===== src/rtl/coin_pulser.sv =====
// coin_pulser: turns a requested count into a pulse train followed by an idle commit gap.
// Optional abort support is enabled by defining COIN_PULSER_ABORT_EN.
module coin_pulser #(
  parameter int PULSE_HIGH = 2,
  parameter int PULSE_LOW  = 2,
  parameter int COMMIT_GAP = 16
) (
  input  logic       clk,
  input  logic       rst,
  input  logic [5:0] count_in,
  input  logic       valid,
  output logic       ready,
  input  logic       abort,
  output logic       pulse_out,
  output logic [5:0] remaining,
  output logic       done,
  output logic       aborted
);
  localparam int MX = (PULSE_HIGH > PULSE_LOW ? PULSE_HIGH : PULSE_LOW) > COMMIT_GAP ?
                      (PULSE_HIGH > PULSE_LOW ? PULSE_HIGH : PULSE_LOW) : COMMIT_GAP;
  localparam int W = $clog2(MX + 1);
  typedef enum logic [1:0] {IDLE, HIGH, LOW, COMMIT} state_t;
  state_t         state_q, state_d;
  logic [W-1:0]   cnt_q, cnt_d;
  logic [5:0]     rem_q, rem_d;
  logic           ab_q, ab_d, pulse_q, done_q, aborted_q;
  logic           last, abort_req;
`ifdef COIN_PULSER_ABORT_EN
  assign abort_req = abort && (state_q == HIGH || state_q == LOW);
`else
  logic unused_abort;
  assign unused_abort = abort;
  assign abort_req = 1'b0;
`endif
  assign last = cnt_q == '0;
  always_comb begin
    state_d = state_q;
    cnt_d   = last ? cnt_q : cnt_q - 1'b1;
    rem_d   = rem_q;
    ab_d    = ab_q;
    unique case (state_q)
      IDLE: if (valid && count_in != 6'd0) begin
        state_d = HIGH;
        cnt_d   = W'(PULSE_HIGH - 1);
        rem_d   = count_in - 6'd1;
        ab_d    = 1'b0;
      end
      HIGH: if (abort_req) begin
        state_d = COMMIT;
        cnt_d   = W'(COMMIT_GAP - 1);
        ab_d    = 1'b1;
      end else if (last) begin
        state_d = rem_q != 6'd0 ? LOW : COMMIT;
        cnt_d   = rem_q != 6'd0 ? W'(PULSE_LOW - 1) : W'(COMMIT_GAP - 1);
      end
      LOW: if (abort_req) begin
        state_d = COMMIT;
        cnt_d   = W'(COMMIT_GAP - 1);
        ab_d    = 1'b1;
      end else if (last) begin
        state_d = HIGH;
        cnt_d   = W'(PULSE_HIGH - 1);
        rem_d   = rem_q - 6'd1;
      end
      COMMIT: if (last) state_d = IDLE;
      default: state_d = IDLE;
    endcase
  end
  always_ff @(posedge clk) begin
    if (rst) begin
      state_q   <= IDLE;
      cnt_q     <= '0;
      rem_q     <= '0;
      ab_q      <= 1'b0;
      pulse_q   <= 1'b0;
      done_q    <= 1'b0;
      aborted_q <= 1'b0;
    end else begin
      state_q   <= state_d;
      cnt_q     <= cnt_d;
      rem_q     <= rem_d;
      ab_q      <= ab_d;
      pulse_q   <= state_d == HIGH;
      done_q    <= state_q == COMMIT && last && !ab_q;
      aborted_q <= state_q == COMMIT && last && ab_q;
    end
  end
  assign ready     = state_q == IDLE;
  assign pulse_out = pulse_q;
  assign remaining = rem_q;
  assign done      = done_q;
  assign aborted   = aborted_q;
endmodule

===== config.mk =====
export PLATFORM = sky130hd
export DESIGN_NAME = coin_pulser
export DESIGN_NICKNAME = d
export VERILOG_FILES = /design/src/rtl/coin_pulser.sv
export SDC_FILE = /design/constraint.sdc
export NUM_CORES = 1
export LEC_CHECK = 0
export CAP_MARGIN = 5
export CORE_UTILIZATION = 50
export DETAILED_ROUTE_END_ITERATION = 12
export HOLD_SLACK_MARGIN = 0.02
export PLACE_DENSITY = 0.75
export SLEW_MARGIN = 20
export SYNTH_ARGS = -nofsm -noshare
export SYNTH_HDL_FRONTEND = slang
export SYNTH_SLANG_ARGS = --single-unit
export TNS_END_PERCENT = 10

===== constraint.sdc =====
create_clock -name clk -period 3.92 [get_ports clk]
set_input_delay 0.392 -clock clk [delete_from_list [all_inputs] [get_ports clk]]
set_output_delay 0.392 -clock clk [all_outputs]
set_load 0.1 [all_outputs]

==> results by group <==
Placed design
  • Post-DP HPWL: approximately 1.7 mm
  • GPL Wtd Cong: roughly 0.84
  • PortBufs: 17

Worst setup path
  • WP data required: 3.53 ns
  • Critical Path Fanout Max: 15
  • Crit path kind: register to primary output
  • R2r endpoint: remaining[4]
  • Critical Path, Cell by Cell: nor2_1 > clkdlybuf4s50_1
  • Crit-path slowest cell: clkdlybuf4s50_1
  • WP data arrival: 2.31 ns
  • R2r setup slk: 1.54 ns
  • CP Launch Type: register
  • Worst Setup End Kind: primary output
  • RR Startpoint: state_q[0]
  • Reg2Reg Depth: 7
  • Delay of the slowest cell on the worst path: 1.21 ns

Logic synthesis
  • List of most frequent post-synthesis cells: 15 x dfxtp_1, 15 x nor2_1, 11 x a21oi_1
  • Top-area cell type share of the netlist area: 0.2970
  • Mux contribution to synthesized area: 0.04950
  • Synth Area in Compound Gates: 0.2512
  • Synthesis Warnings: 0
  • Largest family of logic cells by synthesized area: simple AND/OR/NAND/NOR gates
  • Cell taking the most area after synthesis: dfxtp_1
  • Async SR Flop Fraction: 0
  • Count of different cell masters after synthesis: 43
  • Cells after Synth: 129
  • Synth Area per Inst: 7.837 µm²
  • Synthesized-area fraction occupied by adder cells: 0.03713
  • Seq/Total Area, Yosys: 0.2970
  • Synth Area in Simple Gates: 0.2797
  • Leading post-synthesis cells by cell area: dfxtp_1 30%, nor2_1 5.6%, a21oi_1 5.4%, mux2i_1 5.0%, o21ai_0 4.5%
  • Xor/xnor share of the synthesized area: 0.01733
  • Mapped Nets: 142
  • #FFs+latches synth: 15
  • Commonest register cell after synthesis: dfxtp_1
  • Post-synth EDFFs: 0
  • Syn Std Cell Area: around 0.001 mm²

Global route
  • Via count of the first global-routing pass: 824
  • Aggregate global routing overflow: 0
  • Initial antenna violation count: 0
  • First-pass GRT wire length: between 3 and 4 mm
  • GRT Overall Usage: 0.2334
  • Largest net degree at the start of global routing: 18

Floorplan
  • Top Ports: 20
  • Core ar.: 0.001802 mm²
  • Initial core utilization: 0.5611
  • Row cnt: 15
  • Vert. Die Dim: 46.97 µm
  • Die width: 46.97 µm
  • Die area: 0.002206 mm²

Cells and area
  • Share of layout cells above drive strength 1: 0.09155
  • Area occupied by multi-input gates: 645.6 µm²
  • Synthesis-to-layout area growth: 18.69%
  • Inserted Diodes: 0
  • Sequential Area: 300.3 µm²
  • Filler cell count: 155
  • NumNets Final: 156

Clocking
  • Clock tree sinks: 15
  • # resized after CTS: 0
  • H-tree Lvls: 1
  • Worst-Skew Late Latency: 0.29 ns
  • Clock buffer depth: 2
  • Root buffer cell: clkbuf_4
  • Post-CTS Setup Bufs: 0
  • CTS tree: built
  • Hold buffers post-CTS: 0
  • Inserted Clock Buffers: 3
  • Worst-path clk slew: 0.09 ns

Timing
  • Slew headroom: 0.3519
  • Worst-Margin Slew: 0.9691 ns
  • Unrepaired setup endpoints after global routing: false
  • Final worst-path cycle share: 0.6897
  • Final Hold Fails: 0
  • Hold_ws: between 0.4 and 0.5 ns
  • Final Setup Violations: 0
  • Slew Viols, Final: 0
  • FMAX: between 300 and 400 MHz
  • Min Clock Period, post-route: ~2.7 ns
  • Clock Skew: 0.01504 ns
  • Setup tns final: 0 ns

Routing
  • DR DRC count: 0
  • Initial DRC count: 37
  • Vias per cell: 5.958
  • DR WL/cell: 13.62 µm
  • First-pass DRT Iterations: 4
  • Post-route ant nets: 0
  • Routed wire length: 2.274 mm
  • Vias after detailed routing: 995

Worst hold path
  • WHS Path Cells: 2
  • Hold Path Sink: cnt_q[4]
  • Hold Path Origin: cnt_q[4]
  • Hold crit path type: register to register

Power and ir drop
  • VDD IR max: ~520 µV
  • Leak pwr: 0.4418 nW
  • Power Density: 770.5 mW/mm²

Run
  • Max cap viols: 0

Outcome
  • Outcome: finished clean
power breakdown:
group	internal [W]	total, W	switching (W)
registers	0.000194	0.000256	0.0000627
clock network	0.0000395	0.0000872	0.0000476
logic	0.000194	0.000581	0.000387
sequential cells by signal (all words and copies together) (netlist names):
signal / count
cnt_q: 5
done: 1
pulse_out: 1
remaining: 6
state_q: 2
routing by layer:
layer,GRT usage,vias to the layer above,share of wire
met3,0.08077,4,0.064
met2,0.3444,39,0.46
met1,0.3287,458,0.47
met4,0.05143,0,0.0044
li1,-,494,-
met5,0,-,0
worst max path at each step:
| stage | from | end | slack, ns | cells past startpoint |
|---|---|---|---|---|
| detailed placement | state_q[1] | ready | 1.57 | 2 |
| floorplan | state_q[1] | cnt_q[1] | 1.46 | 4 |
| global placement | state_q[1] | ready | 1.56 | 2 |
| global route | state_q[1] | ready | 1.16 | 2 |
| finish | state_q[1] | ready | 1.22 | 2 |
| CTS | state_q[1] | ready | 1.24 | 2 |
kinds of logic (layout without fill, tap and decap cells):
family                   after synthesis  count (layout)
AO/OA/AOI/OAI                         39              39
XOR/XNOR                               2               2
adder cells (fa/ha/maj)                3               3
buffers and inverters                 15              28
flip-flops                            15              15
multiplexers                           5               5
other                                  1               1
AND/OR/NAND/NOR                       49              49
metrics by stage:
step                setup WS, ns  instance area [µm²]  total power (W)  cells    util
finish                     1.216                 1200        0.0009246    167  0.6660
global route               1.162                 1200        0.0009885    167  0.6660
CTS                        1.242                 1200        0.0009262    167  0.6660
detailed placement         1.567                 1174        0.0008376    163  0.6514
global placement           1.565                 1174        0.0008204    163  0.6514
floorplan                  1.456                 1011        0.0007200    129       -
worst max-delay path, delay by kind of cell (launching register included):
kind          cells  cell delay [ns]
buf+inv           1             1.21
flops             1             0.46
simple gates      1             0.35
area by class of cell:
cell class                      count  area share
Multi-Input combinational cell     99      0.5381
Clock buffer                        4     0.02190
Tap cell                           25     0.02607
Sequential cell                    15      0.2503
Timing Repair Buffer               17      0.1418
Inverter                            7     0.02190
cell usage in the layout, fill, tap and decap left out, types with 3 or more instances in the layout:
master,netlist,final
o21ai_0,9,9
clkbuf_4,0,3
inv_1,6,6
nand2_1,6,6
a21oi_1,11,11
ha_1,3,3
nor3_1,7,7
clkdlybuf4s50_1,0,17
mux2i_1,5,5
a31oi_1,4,4
a211oi_1,4,4
nor2_1,15,15
dfxtp_1,15,15
(Power assumes the default switching activity.)
